==> config.mk <==
export PLATFORM = sky130hd
export DESIGN_NAME = pla_preimage_scan
export DESIGN_NICKNAME = d
export VERILOG_FILES = /design/src/rtl/pla_preimage_scan.sv
export SDC_FILE = /design/constraint.sdc
export NUM_CORES = 1
export LEC_CHECK = 0
export BUFFER_PORTS_ARGS = -buffer_cell sky130_fd_sc_hd__buf_2
export CAP_MARGIN = 20
export CORE_UTILIZATION = 61
export CTS_BUF_LIST = sky130_fd_sc_hd__clkbuf_4 sky130_fd_sc_hd__clkbuf_8
export DETAILED_ROUTE_END_ITERATION = 10
export PLACE_DENSITY = 0.86
export SYNTH_ARGS = -nofsm -noshare
export SYNTH_HDL_FRONTEND = slang
export SYNTH_SLANG_ARGS = --single-unit
==> constraint.sdc <==
create_clock -name clk -period 5.4 [get_ports clk]
set_clock_uncertainty 0.15 [all_clocks]
set_input_delay 0.27 -clock clk [delete_from_list [all_inputs] [get_ports clk]]
set_output_delay 0.27 -clock clk [all_outputs]
set_load 0.02 [all_outputs]
==> src/rtl/pla_preimage_scan.sv <==
// Sweeps every input vector into an attached PLA and streams back the vectors
// whose response matches a masked target code over a valid/ready port.
module pla_preimage_scan #(
  parameter int N_IN   = 10,
  parameter int N_OUT  = 4,
  parameter int SETTLE = 1
) (
  input  logic              clk,
  input  logic              rst,
  input  logic              start,
  input  logic              abort,
  input  logic [N_OUT-1:0]  target,
  input  logic [N_OUT-1:0]  mask,
  output logic [N_IN-1:0]   pla_x,
  input  logic [N_OUT-1:0]  pla_z,
  output logic              m_valid,
  input  logic              m_ready,
  output logic [N_IN-1:0]   m_data,
  output logic              busy,
  output logic              done,
  output logic [N_IN:0]     match_count
);

  localparam logic [2:0] S_IDLE   = 3'd0;
  localparam logic [2:0] S_SETTLE = 3'd1;
  localparam logic [2:0] S_CHECK  = 3'd2;
  localparam logic [2:0] S_EMIT   = 3'd3;
  localparam logic [2:0] S_FIN    = 3'd4;

  localparam logic [N_IN-1:0] LAST_CAND = '1;
  localparam logic [3:0]      WAIT_LOAD = (SETTLE > 0) ? 4'(SETTLE - 1) : 4'd0;
  // With no settle time the PLA is purely combinational, so go straight to CHECK.
  localparam logic [2:0]      S_NEXT    = (SETTLE > 0) ? S_SETTLE : S_CHECK;

  logic [2:0]       state;
  logic [N_IN-1:0]  cand;
  logic [3:0]       wait_cnt;
  logic [N_OUT-1:0] target_q;
  logic [N_OUT-1:0] mask_q;
  logic             hit;
  logic             advance;

  assign hit     = ((pla_z ^ target_q) & mask_q) == '0;
  assign advance = ((state == S_CHECK) && !hit) || ((state == S_EMIT) && m_ready);

  // The candidate register drives the PLA directly, so it stays put through EMIT.
  assign pla_x   = cand;
  assign m_valid = (state == S_EMIT);
  assign busy    = (state == S_SETTLE) || (state == S_CHECK) || (state == S_EMIT);
  assign done    = (state == S_FIN);

  // NOTE: state registers use non-blocking assignments so every flop samples
  // pre-edge values; the advance block may override the case's state update.
  always_ff @(posedge clk or posedge rst) begin
    if (rst) begin
      state       <= S_IDLE;
      cand        <= '0;
      wait_cnt    <= '0;
      target_q    <= '0;
      mask_q      <= '0;
      m_data      <= '0;
      match_count <= '0;
    end else if (abort && (state != S_IDLE)) begin
      state <= S_IDLE;
    end else begin
      case (state)
        S_IDLE: begin
          if (start) begin
            target_q    <= target;
            mask_q      <= mask;
            match_count <= '0;
            cand        <= '0;
            wait_cnt    <= WAIT_LOAD;
            state       <= S_NEXT;
          end
        end
        S_SETTLE: begin
          if (wait_cnt == 4'd0) state <= S_CHECK;
          else                  wait_cnt <= wait_cnt - 1'b1;
        end
        S_CHECK: begin
          if (hit) begin
            m_data <= cand;
            state  <= S_EMIT;
          end
        end
        S_EMIT: begin
          if (m_ready) match_count <= match_count + 1'b1;
        end
        S_FIN:   state <= S_IDLE;
        default: state <= S_IDLE;
      endcase

      if (advance) begin
        if (cand == LAST_CAND) begin
          state <= S_FIN;
        end else begin
          cand     <= cand + 1'b1;
          wait_cnt <= WAIT_LOAD;
          state    <= S_NEXT;
        end
      end
    end
  end

endmodule
==> results.cfg, run 1 <==
[status]
status = finished clean

[power]
total_power_mw = 1.37
p_per_area_nw_per_um2 = 491
p_leak_nw = 1.34
peakVddDrop_mv = 0.310

[final_layout]
syn_to_final_growth_pct = 15.2
finalInstanceArea_um2 = 2790
seq_area_um2 = 1150
fillers = 293
multi_input_area_um2 = 1160
antenna_cells = 0
fin_nets = 313
drive_above_1_share_pct = 26.5

[worst_setup_path]
cp-end-kind = flip-flop
path_cells = or3b_4 -> a211oi_4 -> a31oi_2 -> a21oi_4 -> o221ai_1
crit_fanout = 19
cp_slowest_cell = a211oi_4
crit_type = flip-flop to flip-flop
crit_path_max_incr_delay_ns = 0.76
worstPathArrival_ns = 2.72
critPathRequiredTime_ns = 5.43
cp-start-kind = flip-flop

[cts]
cts.clk_slew.worst_paths_ns = 0.09
numCtsBuffers = 5
clk_path_buf_depth = 2
cts_root_buffer = clkbuf_8
post-cts-setup-buffers = 0
cts_sinks = 46
cts_resized = 0
hold_buffers = 1
cts_tree = done
cts-htree-levels = 2
clock_latency_ns = 0.30

[drt]
drt-total-wl_um = 5210
drc = 0
vias = 1996
drtAntennaViolNets = 0
drt-pass1-iter-count = 4
post_drt_wl_per_cell_um = 15.2
drtIter0Drc = 185
viasPerCell = 5.84

[timing]
max_freq_mhz = 371
rsz0062_at_grt = no
finalHoldViolations = 0
final.min_clock_period_ns = 2.69
setup_viol = 0
relSlewSlack_pct = 40.8
tightest_slew_ns = 0.886
drv_slew = 0
period_share_pct = 49.9
holdWs_ns = 0.0441
fin_setup_tns_ns = 0

[placed_design]
io_buffers = 50
placed_area_um2 = 2680
dpl.hpwl_um = 3650
place.gp.congestion = 0.872

[min_path]
hold_path_class = input port to flip-flop

[synthesis]
synthArstFlopShare_pct = 100
synth_cell_types = 44
ys_ff_latch = 46
ys_seq_area_share_pct = 47.6
synth_top_area_share_pct = 47.6
syn_avg_cell_area_um2 = 9.95
yosysTopAreaCell = dfrtp_1
synth_area_um2 = 2420
synthTopCellsByArea = dfrtp_1 (48%), mux2_2 (5.6%), xor2_1 (4.0%), nor2_1 (3.6%), o21ai_0 (3.3%)
ys.flop_type = dfrtp_1
postSynthNetCount = 263
ys_warn_count = 0
synth_cells = 243
synth_edf_count = 0

[global_route]
antenna_found_initial = 0
grt_pass1_wl_um = 8870
grt_max_degree = 47
track_usage_pct = 27.8
overflow = 0
grt_pass1_vias = 1899

[floorplanning]
core_um2 = 3740
dieArea_um2 = 4220
start_util_pct = 64.6
io_pins = 51
dieWidth_um = 65.0
die_h_um = 65.0
core.rowCount = 22

[flow_run]
drv_cap = 0
synth_stat cells, types with 2 or more instances:
| library cell | instances |
|---|---|
| a21oi_1 | 7 |
| a22o_1 | 5 |
| a31oi_1 | 3 |
| and2_1 | 3 |
| and3_1 | 8 |
| buf_2 | 5 |
| buf_6 | 2 |
| clkbuf_1 | 2 |
| dfrtp_1 | 46 |
| ha_1 | 3 |
| inv_1 | 13 |
| mux2_2 | 12 |
| mux2i_1 | 2 |
| nand2_1 | 21 |
| nand2b_1 | 3 |
| nand3_1 | 15 |
| nand3b_1 | 2 |
| nand4_1 | 7 |
| nand4b_1 | 2 |
| nor2_1 | 23 |
| nor2b_1 | 2 |
| nor3_1 | 5 |
| o211ai_1 | 2 |
| o21ai_0 | 16 |
| o221ai_1 | 4 |
| or3_1 | 2 |
| xor2_1 | 11 |
layer usage:
metal | track usage [%] | up-vias | part of all wire (%)
met5 | 0 | - | 0
met4 | 8.89 | 0 | 1.1
met3 | 6.51 | 6 | 5.2
met2 | 41.4 | 56 | 48
met1 | 40.1 | 964 | 46
li1 | - | 970 | -
stage by stage:
stage / worst slack (ns) / utilization, % / cells
floorplan: 3.31 / - / 243
global placement: 2.79 / 71.6 / 333
detailed placement: 2.76 / 71.6 / 333
CTS: 2.71 / 74.4 / 342
global route: 2.53 / 74.4 / 342
finish: 2.71 / 74.4 / 342
flip-flops by register name (all words and copies together), names as in the netlist:
register / flops
m_data: 10
mask_q: 4
match_count: 11
pla_x: 10
state: 3
target_q: 4
wait_cnt: 4
path summary, 6_finish.rpt:
check                                from        endpoint  slack (ns)  depth (start not counted)
worst max-delay path             state[0]        pla_x[5]        2.71                          5
worst min-delay path            target[3]     target_q[3]        0.04                          2
worst max register to register   state[0]        pla_x[5]        2.71                          5
worst min register to register  m_data[6]       m_data[6]        0.33                          2
max in group asynchronous             rst  match_count[8]        4.20                          4
min in group asynchronous             rst     target_q[3]        0.51                          4
layout by cell type (no fill, tap or decap), types with 4 or more instances in the layout:
master | Yosys | layout
inv_1 | 13 | 12
dfrtp_1 | 46 | 46
nand4_1 | 7 | 7
a21oi_1 | 7 | 7
a22o_1 | 5 | 5
nand2_1 | 21 | 21
nor3_1 | 5 | 5
buf_2 | 5 | 50
nand3_1 | 15 | 15
nor2_1 | 23 | 23
and3_1 | 8 | 8
o21ai_0 | 16 | 16
clkbuf_8 | 0 | 6
xor2_1 | 11 | 11
o221ai_1 | 4 | 4
mux2_2 | 12 | 12
power breakdown:
group          leakage, nW  internal (mW)  switching [mW]  total, mW
clock network       0.0472          0.103           0.117      0.219
registers            0.609          0.448           0.115      0.564
logic                0.682          0.232           0.353      0.585
total                 1.34          0.783           0.585       1.37
critical path, delay by kind of cell (launching register included):
kind	cells	cell delay [ns]
compound gates	4	1.32
flops	1	0.59
simple gates	1	0.50
kinds of logic after synthesis:
group | synth area share (%)
AO/OA/AOI/OAI | 15.0
XOR/XNOR | 4.35
adder cells (fa/ha/maj) | 1.55
buffers and inverters | 4.29
flip-flops | 47.6
multiplexers | 6.41
AND/OR/NAND/NOR | 20.8
layout make-up:
type | instances | area share [%]
clock inverter | 2 | 0.449
inverter | 13 | 1.75
timing repair buffer | 52 | 9.61
sequential | 46 | 41.3
multi-input combinational | 175 | 41.8
tap | 48 | 2.16
clock buffer | 6 | 2.96
Power figures use the tool's default switching activity.
==> inputs of run 2 (changes only) <==
- CORE_UTILIZATION: 61 -> 56
- PLACE_DENSITY: 0.86 -> 0.8
- clock period: 5.4 -> 2.5 ns (I/O delays scaled with it)
==> run 2 against run 1 <==
  * Flip-flop and latch count is the same
  * Hold slack gained 0.13 ns
  * Critical endpoint is now m_data[4]
  * Count of clock-buffer cells in the layout is the same
  * Sequential power grew 110%
  * Global-route usage shrank 1.9 points
  * Register-to-register slack lost 2.5 ns
  * Combinational power grew 130%
  * First-iteration DRC count shrank 23%
  * Critical path depth shrank 1
  * Sequential share of layout area shrank 2.4 points
  * Highest routed layer unchanged
  * Routed wire length grew 1.4%
==> results.cfg, run 2 (synthesis results as in run 1) <==
[drt]
drt-total-wl_um = 5280
post_drt_wl_per_cell_um = 14.7
vias = 2055
drc = 0
drtAntennaViolNets = 0
viasPerCell = 5.71
drtIter0Drc = 142
drt-pass1-iter-count = 4

[min_path]
hp-start = abort
hold_path_class = input port to flip-flop

[cts]
post-cts-setup-buffers = 0
cts_tree = done
cts_sinks = 46
clock_latency_ns = 0.30
cts_root_buffer = clkbuf_8
clk_path_buf_depth = 2
cts-htree-levels = 2
cts.clk_slew.worst_paths_ns = 0.08
numCtsBuffers = 5

[final_layout]
top_register = match_count
final_core_util_pct = 72.4
largest_register_ffs = 11
final_common_cell = buf_2
syn_to_final_growth_pct = 22.2
fin_nets = 330
most-common-layout-cells = buf_2 (50), dfrtp_1 (46), nor2_1 (23), nand2_1 (21), o21ai_0 (16)
finalInstanceArea_um2 = 2960
drive_above_1_share_pct = 27.4
antenna_cells = 0

[timing]
drv_slew = 0
final.min_clock_period_ns = 2.27
setup_viol = 0
max_freq_mhz = 441
tightest_slew_ns = 0.567
rsz0062_at_grt = no
fin_setup_tns_ns = 0
relSlewSlack_pct = 62.2
finalHoldViolations = 0
period_share_pct = 90.8
fin_ws_ns = 0.231

[floorplanning]
core_um2 = 4090
io_pins = 51
core.rowCount = 23
start_util_pct = 59.2
dieWidth_um = 67.7
dieArea_um2 = 4590
die_h_um = 67.7

[worst_setup_path]
cp_slowest_cell = or4b_1
worstReg2RegStart = target_q[2]
crit_start = target_q[2]
cp-end-kind = flip-flop
worstPathArrival_ns = 2.31
crit_type = flip-flop to flip-flop
cp-start-kind = flip-flop
path_cells = xor2_1 -> a22o_1 -> or4b_1 -> mux2_2
crit_path_max_incr_delay_ns = 0.80
critPathRequiredTime_ns = 2.54
crit_fanout = 17

[global_route]
track_usage_pct = 25.9
grt_pass1_wl_um = 8670
overflow = 0
grt_max_degree = 47
grt_pass1_vias = 1875
antenna_found_initial = 0

[placed_design]
place.gp.congestion = 0.861
dpl.hpwl_um = 3750
io_buffers = 50
placed_area_um2 = 2740
place_worst_setup_slack_ns = 0.267

[power]
p_leak_nw = 1.43
p_clk_share_pct = 18.1
peakVddDrop_mv = 0.593
p_seq_share_pct = 37.7
p_per_area_nw_per_um2 = 1050
pwr-share-comb_pct = 44.2
p_int_mw = 1.85
switchingPower_mw = 1.26
p_sw_share_pct = 40.5

[flow_run]
drv_cap = 0

[status]
status = finished clean
-- run 2: changes by cell type in the layout (fill, tap and decap cells not counted) --
cell / previous run / this run
dlygate4sd3_1: 1 / 10
bufinv_16: 0 / 1
clkinv_2: 1 / 0
buf_4: 1 / 9
clkinvlp_4: 1 / 0
-- run 2: stage by stage --
step	hold WS, ns	instances	total power, mW
floorplan	0.122	243	2.15
global placement	0.146	343	2.49
detailed placement	0.154	343	2.54
CTS	0.160	360	3.11
global route	0.183	360	3.32
finish	0.172	360	3.11
-- run 2: critical path, delay by kind of cell (launching register included) --
| family | cells | cell delay [ns] |
|---|---|---|
| flops | 1 | 0.40 |
| xor+xnor | 1 | 0.16 |
| mux | 1 | 0.39 |
| simple gates | 1 | 0.80 |
| compound gates | 1 | 0.27 |
-- run 2: per-layer routing --
layer | part of all wire [%] | track usage [%]
met1 | 46 | 34.4
met2 | 48 | 41.2
met3 | 4.3 | 5.74
met4 | 1.7 | 9.31
met5 | 0 | 0
-- run 2: area by class of cell --
| class | count | area, um2 |
|---|---|---|
| multi-input cells | 175 | 1160 |
| flip-flops and latches | 46 | 1150 |
| clock inverters | 1 | 30.0 |
| clock buffers | 6 | 82.6 |
| inverters | 13 | 48.8 |
| well taps | 50 | 62.6 |
| repair buffers | 69 | 418 |
| fillers | 324 | 1130 |
-- run 2: path summary, 6_finish.rpt --
kind | slack, ns | to | cells after the start
max in group asynchronous | 1.46 | wait_cnt[0] | 4
hold reg to reg | 0.33 | m_data[3] | 2
hold / removal | 0.17 | wait_cnt[2] | 4
setup / recovery | 0.23 | m_data[4] | 4
min in group asynchronous | 0.34 | m_data[4] | 4
setup reg to reg | 0.23 | m_data[4] | 4
-- run 2: power groups by stage --
stage	registers (mW)	clock network, mW	logic [mW]
finish	1.17	0.563	1.37
global route	1.21	0.606	1.51
CTS	1.17	0.572	1.37
detailed placement	1.19	0	1.35
global placement	1.17	0	1.31
floorplan	1.28	0	0.870
-- run 2: what timing repair did --
action	CTS	global route
resized for setup	0	0
hold endpoints to repair	56	0
hold buffers	10	0
==> inputs of run 3 (changes only) <==
- ABC_AREA: not set -> 1
- CORE_UTILIZATION: 56 -> 58
- CTS_CLUSTER_SIZE: not set -> 24
- PLACE_DENSITY: 0.8 -> 0.81
- SKIP_LAST_GASP: not set -> 1
==> run 3 against run 2 <==
  * The run now ends with DRC left
  * Clock power is 18% lower
  * Cell count up 42%
  * Fmax grew 7.4%
  * Largest power group unchanged
  * Hold slack lost 0.017 ns
  * Routed wire length increased by 21%
  * Highest routed layer unchanged
  * Register-to-register slack improved by 0.16 ns
  * Critical endpoint is now wait_cnt[3]
  * Die area increased by 10%
  * Utilization increased by 0.44 points
==> results.cfg, run 3 <==
[status]
status = finished, violations left
failed_checks = DRC

[cts]
clock_latency_ns = 0.30
numCtsBuffers = 5
cts-htree-levels = 2
cts_resized = 0
cts.clk_slew.worst_paths_ns = 0.08
clk_path_buf_depth = 2
cts_sinks = 46
cts_root_buffer = clkbuf_8
post-cts-setup-buffers = 0
hold_buffers = 9
cts_tree = done

[drt]
drc = 6
post_drt_wl_per_cell_um = 12.5
drt-pass1-iter-count = 10
vias = 2702
viasPerCell = 5.29
drtAntennaViolNets = 0
drt-total-wl_um = 6370
drtIter0Drc = 164

[global_route]
grt_pass1_vias = 2307
grt_max_degree = 21
track_usage_pct = 27.0
overflow = 0
antenna_found_initial = 0
grt_pass1_wl_um = 10600

[timing]
relSlewSlack_pct = 53.5
drv_slew = 0
finalHoldViolations = 0
rsz0062_at_grt = no
tightest_slew_ns = 0.693
fin_setup_tns_ns = 0
final.min_clock_period_ns = 2.11
max_freq_mhz = 473
setup_viol = 0
period_share_pct = 84.6

[final_layout]
final_common_cell = nand2_1
final_core_util_pct = 72.8
seq_area_um2 = 1150
fin_nets = 478
multi_input_area_um2 = 1400
top_register = match_count
drive_above_1_share_pct = 17.6
syn_to_final_growth_pct = 17.5
largest_register_ffs = 11
antenna_cells = 0
most-common-layout-cells = nand2_1 (154), buf_2 (50), dfrtp_1 (46), inv_1 (39), nand3_1 (34)
fillers = 374
final_cells = 511

[synthesis]
synth_cell_types = 32
synth_top_area_share_pct = 41.5
yosysMostFrequentCell = nand2_1
synth_area_um2 = 2770
ys.flop_type = dfrtp_1
syn_avg_cell_area_um2 = 6.98
yosys-top-cells-count = nand2_1 (154), dfrtp_1 (46), inv_1 (40)
ys_warn_count = 0
synth_edf_count = 0
postSynthNetCount = 417
ys_ff_latch = 46
synthTopCellsByArea = dfrtp_1 (42%), nand2_1 (21%), nand3_1 (6.1%), inv_1 (5.4%), o21ai_0 (3.8%)
yosysTopAreaCell = dfrtp_1
ys_seq_area_share_pct = 41.5
synthArstFlopShare_pct = 100
synth_cells = 397

[worst_setup_path]
worstPathArrival_ns = 2.13
path_cells = inv_2 -> nor3_4 -> nand2_4 -> nand2_1 -> nand2_1 -> nand3_1 -> o21ai_0
cp-start-kind = flip-flop
crit_family = simple AND/OR/NAND/NOR gates
critPathRequiredTime_ns = 2.52
reg2reg_slack_ns = 0.39
crit_type = flip-flop to flip-flop
crit_fanout = 15
crit_path_max_incr_delay_ns = 0.44
cp-end-kind = flip-flop
cp_slowest_cell = dfrtp_1
path_common_cell = nand2_1
crit_buf_inv = 1

[placed_design]
place.gp.congestion = 0.907
dpl.hpwl_um = 4710
io_buffers = 50
placedCellCount = 494

[floorplanning]
io_pins = 51
die_h_um = 71.1
core_um2 = 4470
start_util_pct = 61.9
dieWidth_um = 71.1
dieArea_um2 = 5060
core.rowCount = 24

[flow_run]
drv_cap = 0

[min_path]
hold_path_class = input port to flip-flop

[power]
total_power_mw = 3.30
p_per_area_nw_per_um2 = 1010
peakVddDrop_mv = 0.657
p_leak_nw = 1.78
[run 3: cell types whose count changed after synthesis, moves of 4 or more]
cell | before | now
inv_1 | 13 | 40
o221ai_1 | 4 | 0
mux2_2 | 12 | 0
inv_2 | 0 | 5
nand3_1 | 15 | 34
nand2_1 | 21 | 154
and3_1 | 8 | 0
a22o_1 | 5 | 0
o21ai_0 | 16 | 21
[run 3: power breakdown]
part,internal (mW),leakage (nW),switching (mW)
clock network,0.197,0.0441,0.265
registers,0.983,0.618,0.224
logic,0.547,1.12,1.08
[run 3: area by class of cell]
| cell class | count | share of cell area (%) |
|---|---|---|
| Sequential cell | 46 | 35.3 |
| Clock buffer | 5 | 2.11 |
| Multi-Input combinational cell | 295 | 42.9 |
| Clock inverter | 3 | 0.653 |
| Inverter | 45 | 5.19 |
| Tap cell | 52 | 2.00 |
| Timing Repair Buffer | 65 | 11.8 |
[run 3: metrics by stage]
step           instance area (um2)  worst slack [ns]  hold slack, ns
6_report                      3260             0.386           0.155
2_1_floorplan                 2770             0.607          0.0916
3_5_place_dp                  3080             0.402          0.0270
3_3_place_gp                  3080             0.392          0.0238
4_1_cts                       3260             0.390           0.144
5_1_grt                       3260             0.172           0.179
[run 3: kinds of logic (layout without fill, tap and decap cells)]
kind of cell / after synthesis / after routing / share of synthesized area, %
xor+xnor: 12 / 12 / 3.79
fa+ha+maj: 3 / 3 / 1.35
flops: 46 / 46 / 41.5
simple gates: 238 / 238 / 36.8
buf+inv: 56 / 118 / 8.08
compound gates: 42 / 42 / 8.44
[run 3: worst register-to-register path: stages (launching register included)]
cell and delay, ns:
dfrtp_1 0.44, inv_2 0.09, nor3_4 0.34, nand2_4 0.20
nand2_1 0.37, nand2_1 0.20, nand3_1 0.10, o21ai_0 0.09
[run 3: path summary, 6_finish.rpt]
check                      startpoint     endpoint  depth (start not counted)
max                          state[1]  wait_cnt[3]                          7
min                           m_ready     state[1]                          5
max reg2reg                  state[1]  wait_cnt[3]                          7
min reg2reg                 mask_q[0]    mask_q[0]                          2
max in group asynchronous         rst     state[1]                          4
min in group asynchronous         rst  target_q[1]                          3
[run 3: per-layer routing]
layer	routed length (um)	global-route usage, %	vias to the layer above
met3	317	5.84	4
li1	-	-	1382
met4	46	6.44	0
met5	0	0	-
met1	2970	37.1	1233
met2	3030	43.8	83
